===== src/rtl/hs32_fetch_pkg.sv =====
// Shared definitions for the hs32 instruction fetch unit: FSM states, word size, reset PC.
package hs32_fetch_pkg;

    typedef enum logic [1:0] {
        S_IDLE  = 2'd0,
        S_FETCH = 2'd1,
        S_FULL  = 2'd2
    } fetch_state_t;

    localparam int          HS32_WORD_BYTES = 4;
    localparam logic [31:0] HS32_RESET_PC   = 32'h0000_0000;

    function automatic logic [31:0] word_align(input logic [31:0] a);
        return a & ~32'(HS32_WORD_BYTES - 1);
    endfunction

endpackage


===== src/rtl/hs32_fetch_fifo.sv =====
// Synchronous prefetch FIFO for hs32_fetch; clear discards all entries in one cycle.
module hs32_fetch_fifo #(
    parameter int DEPTH = 2,
    parameter int WIDTH = 32
) (
    input  logic             clk,
    input  logic             reset,
    input  logic             push,
    input  logic             pop,
    input  logic             clear,
    input  logic [WIDTH-1:0] din,
    output logic             full,
    output logic             empty,
    output logic             afull,
    output logic [WIDTH-1:0] head
);
    localparam int            AW      = $clog2(DEPTH);
    localparam logic [AW:0]   DEPTH_C = (AW + 1)'(DEPTH);

    logic [WIDTH-1:0] mem [DEPTH];
    logic [AW-1:0]    rd_ptr_reg;
    logic [AW-1:0]    wr_ptr_reg;
    logic [AW:0]      count_reg;

    always_ff @(posedge clk or negedge reset) begin
        if (!reset) begin
            rd_ptr_reg <= '0;
            wr_ptr_reg <= '0;
            count_reg  <= '0;
        end else if (clear) begin
            rd_ptr_reg <= '0;
            wr_ptr_reg <= '0;
            count_reg  <= '0;
        end else begin
            if (push) wr_ptr_reg <= wr_ptr_reg + 1'b1;
            if (pop)  rd_ptr_reg <= rd_ptr_reg + 1'b1;
            case ({push, pop})
                2'b10:   count_reg <= count_reg + 1'b1;
                2'b01:   count_reg <= count_reg - 1'b1;
                default: count_reg <= count_reg;
            endcase
        end
    end

    // Storage carries no reset; contents are only observed while count_reg is non-zero.
    always_ff @(posedge clk) begin
        if (push && !clear) mem[wr_ptr_reg] <= din;
    end

    assign head  = mem[rd_ptr_reg];
    assign empty = (count_reg == '0);
    assign full  = (count_reg == DEPTH_C);
    assign afull = (count_reg == DEPTH_C - 1'b1);

endmodule


===== src/rtl/hs32_fetch.sv =====
// hs32 instruction fetch: PC/FSM, prefetch FIFO, flush redirect.
// Optional HS32_FETCH_BYPASS_EN: empty-FIFO reads reach decode in the same cycle.
module hs32_fetch
    import hs32_fetch_pkg::*;
#(
    parameter logic [31:0] RESET_PC = HS32_RESET_PC,
    parameter int          DEPTH    = 2
) (
    input  logic        clk,
    input  logic        reset,
    output logic [31:0] addr,
    output logic        reqm,
    input  logic        rdym,
    input  logic [31:0] dtrm,
    output logic [31:0] instf,
    output logic        rdyd,
    input  logic        reqd,
    input  logic        flush,
    input  logic [31:0] newpc
);
    fetch_state_t state_reg, state_next;
    logic [31:0]  pc_reg, pc_next;

    logic        fifo_push, fifo_pop;
    logic        fifo_full, fifo_empty, fifo_afull;
    logic [31:0] fifo_head;
    logic        take, byp_used;

    hs32_fetch_fifo #(.DEPTH(DEPTH), .WIDTH(32)) u_fifo (
        .clk   (clk),
        .reset (reset),
        .push  (fifo_push),
        .pop   (fifo_pop),
        .clear (flush),
        .din   (dtrm),
        .full  (fifo_full),
        .empty (fifo_empty),
        .afull (fifo_afull),
        .head  (fifo_head)
    );

    assign reqm = (state_reg == S_FETCH) && !fifo_full;
    assign addr = pc_reg;
    // A flush drops any read completing in the same cycle.
    assign take = reqm && rdym && !flush;

`ifdef HS32_FETCH_BYPASS_EN
    logic bypass;
    assign bypass   = take && fifo_empty;
    assign byp_used = bypass && reqd;
    assign rdyd     = !fifo_empty || bypass;
    assign instf    = !fifo_empty ? fifo_head : (bypass ? dtrm : 32'h0);
`else
    assign byp_used = 1'b0;
    assign rdyd     = !fifo_empty;
    assign instf    = fifo_empty ? 32'h0 : fifo_head;
`endif

    assign fifo_push = take && !byp_used;
    assign fifo_pop  = reqd && !fifo_empty && !flush;

    always_comb begin
        state_next = state_reg;
        pc_next    = pc_reg;
        if (flush) begin
            state_next = S_FETCH;
            pc_next    = word_align(newpc);
        end else begin
            case (state_reg)
                S_IDLE:  state_next = S_FETCH;
                S_FETCH: begin
                    if (take) pc_next = pc_reg + 32'(HS32_WORD_BYTES);
                    if (fifo_push && !fifo_pop && fifo_afull) state_next = S_FULL;
                end
                S_FULL:  if (fifo_pop) state_next = S_FETCH;
                default: state_next = S_IDLE;
            endcase
        end
    end

    always_ff @(posedge clk or negedge reset) begin
        if (!reset) begin
            state_reg <= S_IDLE;
            pc_reg    <= RESET_PC;
        end else begin
            state_reg <= state_next;
            pc_reg    <= pc_next;
        end
    end

endmodule

===== config.mk =====
export PLATFORM = sky130hd
export DESIGN_NAME = hs32_fetch
export DESIGN_NICKNAME = d
export VERILOG_FILES = /design/src/rtl/hs32_fetch_pkg.sv /design/src/rtl/hs32_fetch_fifo.sv /design/src/rtl/hs32_fetch.sv
export SDC_FILE = /design/constraint.sdc
export NUM_CORES = 1
export LEC_CHECK = 0
export CAP_MARGIN = 5
export CORE_MARGIN = 3
export CORE_UTILIZATION = 40
export CTS_CLUSTER_DIAMETER = 80
export DETAILED_ROUTE_END_ITERATION = 16
export GPL_ROUTABILITY_DRIVEN = 1
export PLACE_DENSITY = 0.69
export SKIP_CTS_REPAIR_TIMING = 1
export SYNTH_ARGS = -nofsm -noshare
export SYNTH_HDL_FRONTEND = slang
export SYNTH_SLANG_ARGS = --single-unit

===== constraint.sdc =====
create_clock -name clk -period 4.85 [get_ports clk]
set_input_delay 0.97 -clock clk [delete_from_list [all_inputs] [get_ports clk]]
set_output_delay 0.97 -clock clk [all_outputs]
set_load 0.1 [all_outputs]

==> reports/results.ini <==
[setup_path]
crit_end=instf[0]
critPathMaxFanout=17
crit_arrival_ns=2.56
worstSetupPathDepth=4
reg2reg_to=addr[26]
worstSetupPathType=reg2out
path_buf_inv=2
cp_slowest_stage_delay_ns=1.15
r2r_start=addr[2]
end_kind=primary output
rrSetupSlack_ns=2.37
reg2regPathDepth=5
cp_slowest_cell=clkdlybuf4s50_1
required_ns=3.88
crit_path_cell_trace=buf_4, mux2i_1, nor2_1, clkdlybuf4s50_1
cp_top_family=buffers and inverters
start_kind=flip-flop
cp-startpoint=u_fifo.rd_ptr_reg

[worst_hold_path]
worstHoldStart=u_fifo.wr_ptr_reg
hold_class=reg2reg

[cells_and_area]
fin_area_mm2=0.00627
diodes=0
largest_reg_flops=64
final_nets=583
fin_util=0.571
drive_gt1_frac=0.0563
top_register=u_fifo.mem
area_growth_syn_to_layout_pct=38.3

[route]
drt-initial-drc-count=174
drc=0
ant_nets=0
vias=3456
wl_mm=10.5
first_pass_iters=4
via_per_inst=5.28
wl_per_cell_um=16.0

[sta]
maxSlewViolCount=0
fin_crit_ns=3.53
rsz0062_at_grt=false
setup_viol=0
slew_headroom=0.320
max_clock_freq_mhz=283
fin_skew_ns=0.00437
fin_crit_sh=0.728
worst_slew_pin_slew_ns=1.02
fin_setup_tns_ns=0
worst_slack_ns=1.32
hold_viol=0

[job]
max_cap_violations=0

[floorplanning]
chipHeight_um=113
start_util=0.413
ios=135
core-area_mm2=0.0110
dieArea_mm2=0.0127
die_w_um=113
num_rows=38

[grt]
first_global_vias=3545
antenna_found_initial=0
grt_max_degree=39
grt_pass1_wl_mm=17.5
track_usage=0.170
grt_remaining_overflow=0

[logic_synthesis]
yosysTopAreaCellShare=0.424
netlist_area_mm2=0.00454
yosysUniqueCellTypes=38
ys_top_cells_by_area=edfxtp_1, dfrtp_1, mux2i_1
ys_warn_count=0
synthCells=386
ys_seq_area_frac=0.622
syn_area_per_cell_um2=11.8
ys_ff_latch=100
synth.largest_area_cell=edfxtp_1

[cts]
htreeDepth=3
clk_latency_ns=0.33
cts_tree=done
root_buffer=clkbuf_16
path_clk_slew_ns=0.07
cts_buffers=9
cts.sinks=100
max-clock-path-buffers=2

[placed_design]
dp_hpwl_mm=7.33
place_ws_ns=1.58
numPortBuffers=130
placed_area_mm2=0.00598
place.gp.congestion=0.779

[power_and_ir_drop]
p_leak_nw=2.19
ir_drop_v=0.000448
power.density_mw_per_mm2=605

[outcome]
status=finished, final reports clean

[through the flow]
step | power [mW] | hold slack (ns) | std cells
final | 3.79 | 0.587 | 655
after global placement | 3.11 | 0.559 | 639
after global routing | 3.95 | 0.615 | 655
after floorplan | 2.65 | 0.525 | 387
after detailed placement | 3.13 | 0.575 | 639
after CTS | 3.84 | 0.589 | 655
[cells in the final DEF, fill, tap and decap left out, types with 2 or more instances in the layout]
cell type          n
o21ai_0           17
buf_4             10
nand4_1           10
o31ai_1           13
or3_1              5
ha_1               4
nor2b_1            2
clkinv_1           2
xor2_1             3
or4_1             14
clkbuf_16          9
conb_1             2
edfxtp_1          64
and4_1             2
inv_1              7
nor2_1            57
mux2i_1           33
nor4_1             3
and2_1             2
a31oi_1           18
and3_1             4
nand2b_1           2
clkdlybuf4s50_1  130
dfrtp_1           35
nand2_1           28
o31a_1             2
inv_6              2
nand3_1            9
nor3_1             2
xnor2_1           10
[cells in the mapped netlist]
| library cell | number |
|---|---|
| nand4_1 | 10 |
| xor2_1 | 3 |
| edfxtp_1 | 64 |
| nand2b_1 | 2 |
| buf_2 | 1 |
| o21ai_0 | 17 |
| xnor2_1 | 10 |
| or4b_2 | 1 |
| or4_1 | 14 |
| mux2i_1 | 33 |
| ha_1 | 4 |
| and4_1 | 2 |
| nor4bb_1 | 1 |
| a31oi_1 | 18 |
| nand2_1 | 28 |
| nor2_1 | 57 |
| nor4_1 | 3 |
| conb_1 | 1 |
| or4_4 | 1 |
| or3_1 | 5 |
| and3_1 | 4 |
| o31ai_1 | 13 |
| a311oi_1 | 1 |
| buf_6 | 1 |
| nor2b_1 | 2 |
| nand4bb_1 | 1 |
| dfrtp_1 | 36 |
| o31a_1 | 2 |
| a21oi_1 | 1 |
| a22oi_1 | 1 |
| nor3b_1 | 1 |
| clkbuf_1 | 24 |
| a211oi_1 | 1 |
| buf_4 | 2 |
| nand3_1 | 9 |
| inv_1 | 7 |
| and2_1 | 2 |
| nor3_1 | 3 |
[worst min-delay path by stage]
stage / cells after the start / to
3_3_place_gp: 2 / u_fifo.wr_ptr_reg
5_1_grt: 2 / u_fifo.wr_ptr_reg
3_5_place_dp: 2 / u_fifo.wr_ptr_reg
2_1_floorplan: 2 / u_fifo.wr_ptr_reg
4_1_cts: 2 / u_fifo.wr_ptr_reg
6_report: 2 / u_fifo.wr_ptr_reg
[power breakdown]
| part | switching (mW) | total (mW) | internal [mW] |
|---|---|---|---|
| clock network | 0.301 | 0.699 | 0.398 |
| registers | 0.0763 | 1.10 | 1.02 |
| logic | 1.51 | 1.99 | 0.483 |
| total | 1.89 | 3.79 | 1.91 |
[area by class of cell]
cell class / instances / area [um2]
Clock buffer: 9 / 225
Sequential cell: 100 / 2820
Multi-Input combinational cell: 252 / 1580
Tap cell: 140 / 175
Inverter: 7 / 26.3
Clock inverter: 7 / 65.1
Timing Repair Buffer: 140 / 1380
Fill cell: 935 / 4710
[logic make-up (layout without fill, tap and decap cells)]
group,count (synthesis),after routing,synth area share
AOI/OAI and AO/OA,54,54,0.0753
xor gates and xnor gates,13,13,0.0251
adders and majority gates,4,4,0.0110
buffers and inverters,35,163,0.0325
DFF,100,100,0.622
muxes,33,33,0.0728
other,1,2,0.000827
and+or+nand+nor,146,146,0.160
[worst reg2reg max path, cell delays in order (launching register included)]
cell and delay (ns):
dfrtp_1 0.48, ha_1 0.24, nand3_1 0.08, or4_1 0.79, or4b_2 0.73, nand3_1 0.09
[routing by layer]
metal | vias to the layer above | GRT usage | share of wire
met3 | 10 | 0.0345 | 0.060
li1 | 1668 | - | -
met2 | 109 | 0.281 | 0.48
met1 | 1669 | 0.229 | 0.45
met5 | - | 0 | 0
met4 | 0 | 0.0465 | 0.011
No activity file was read; power rests on OpenSTA's default activity.
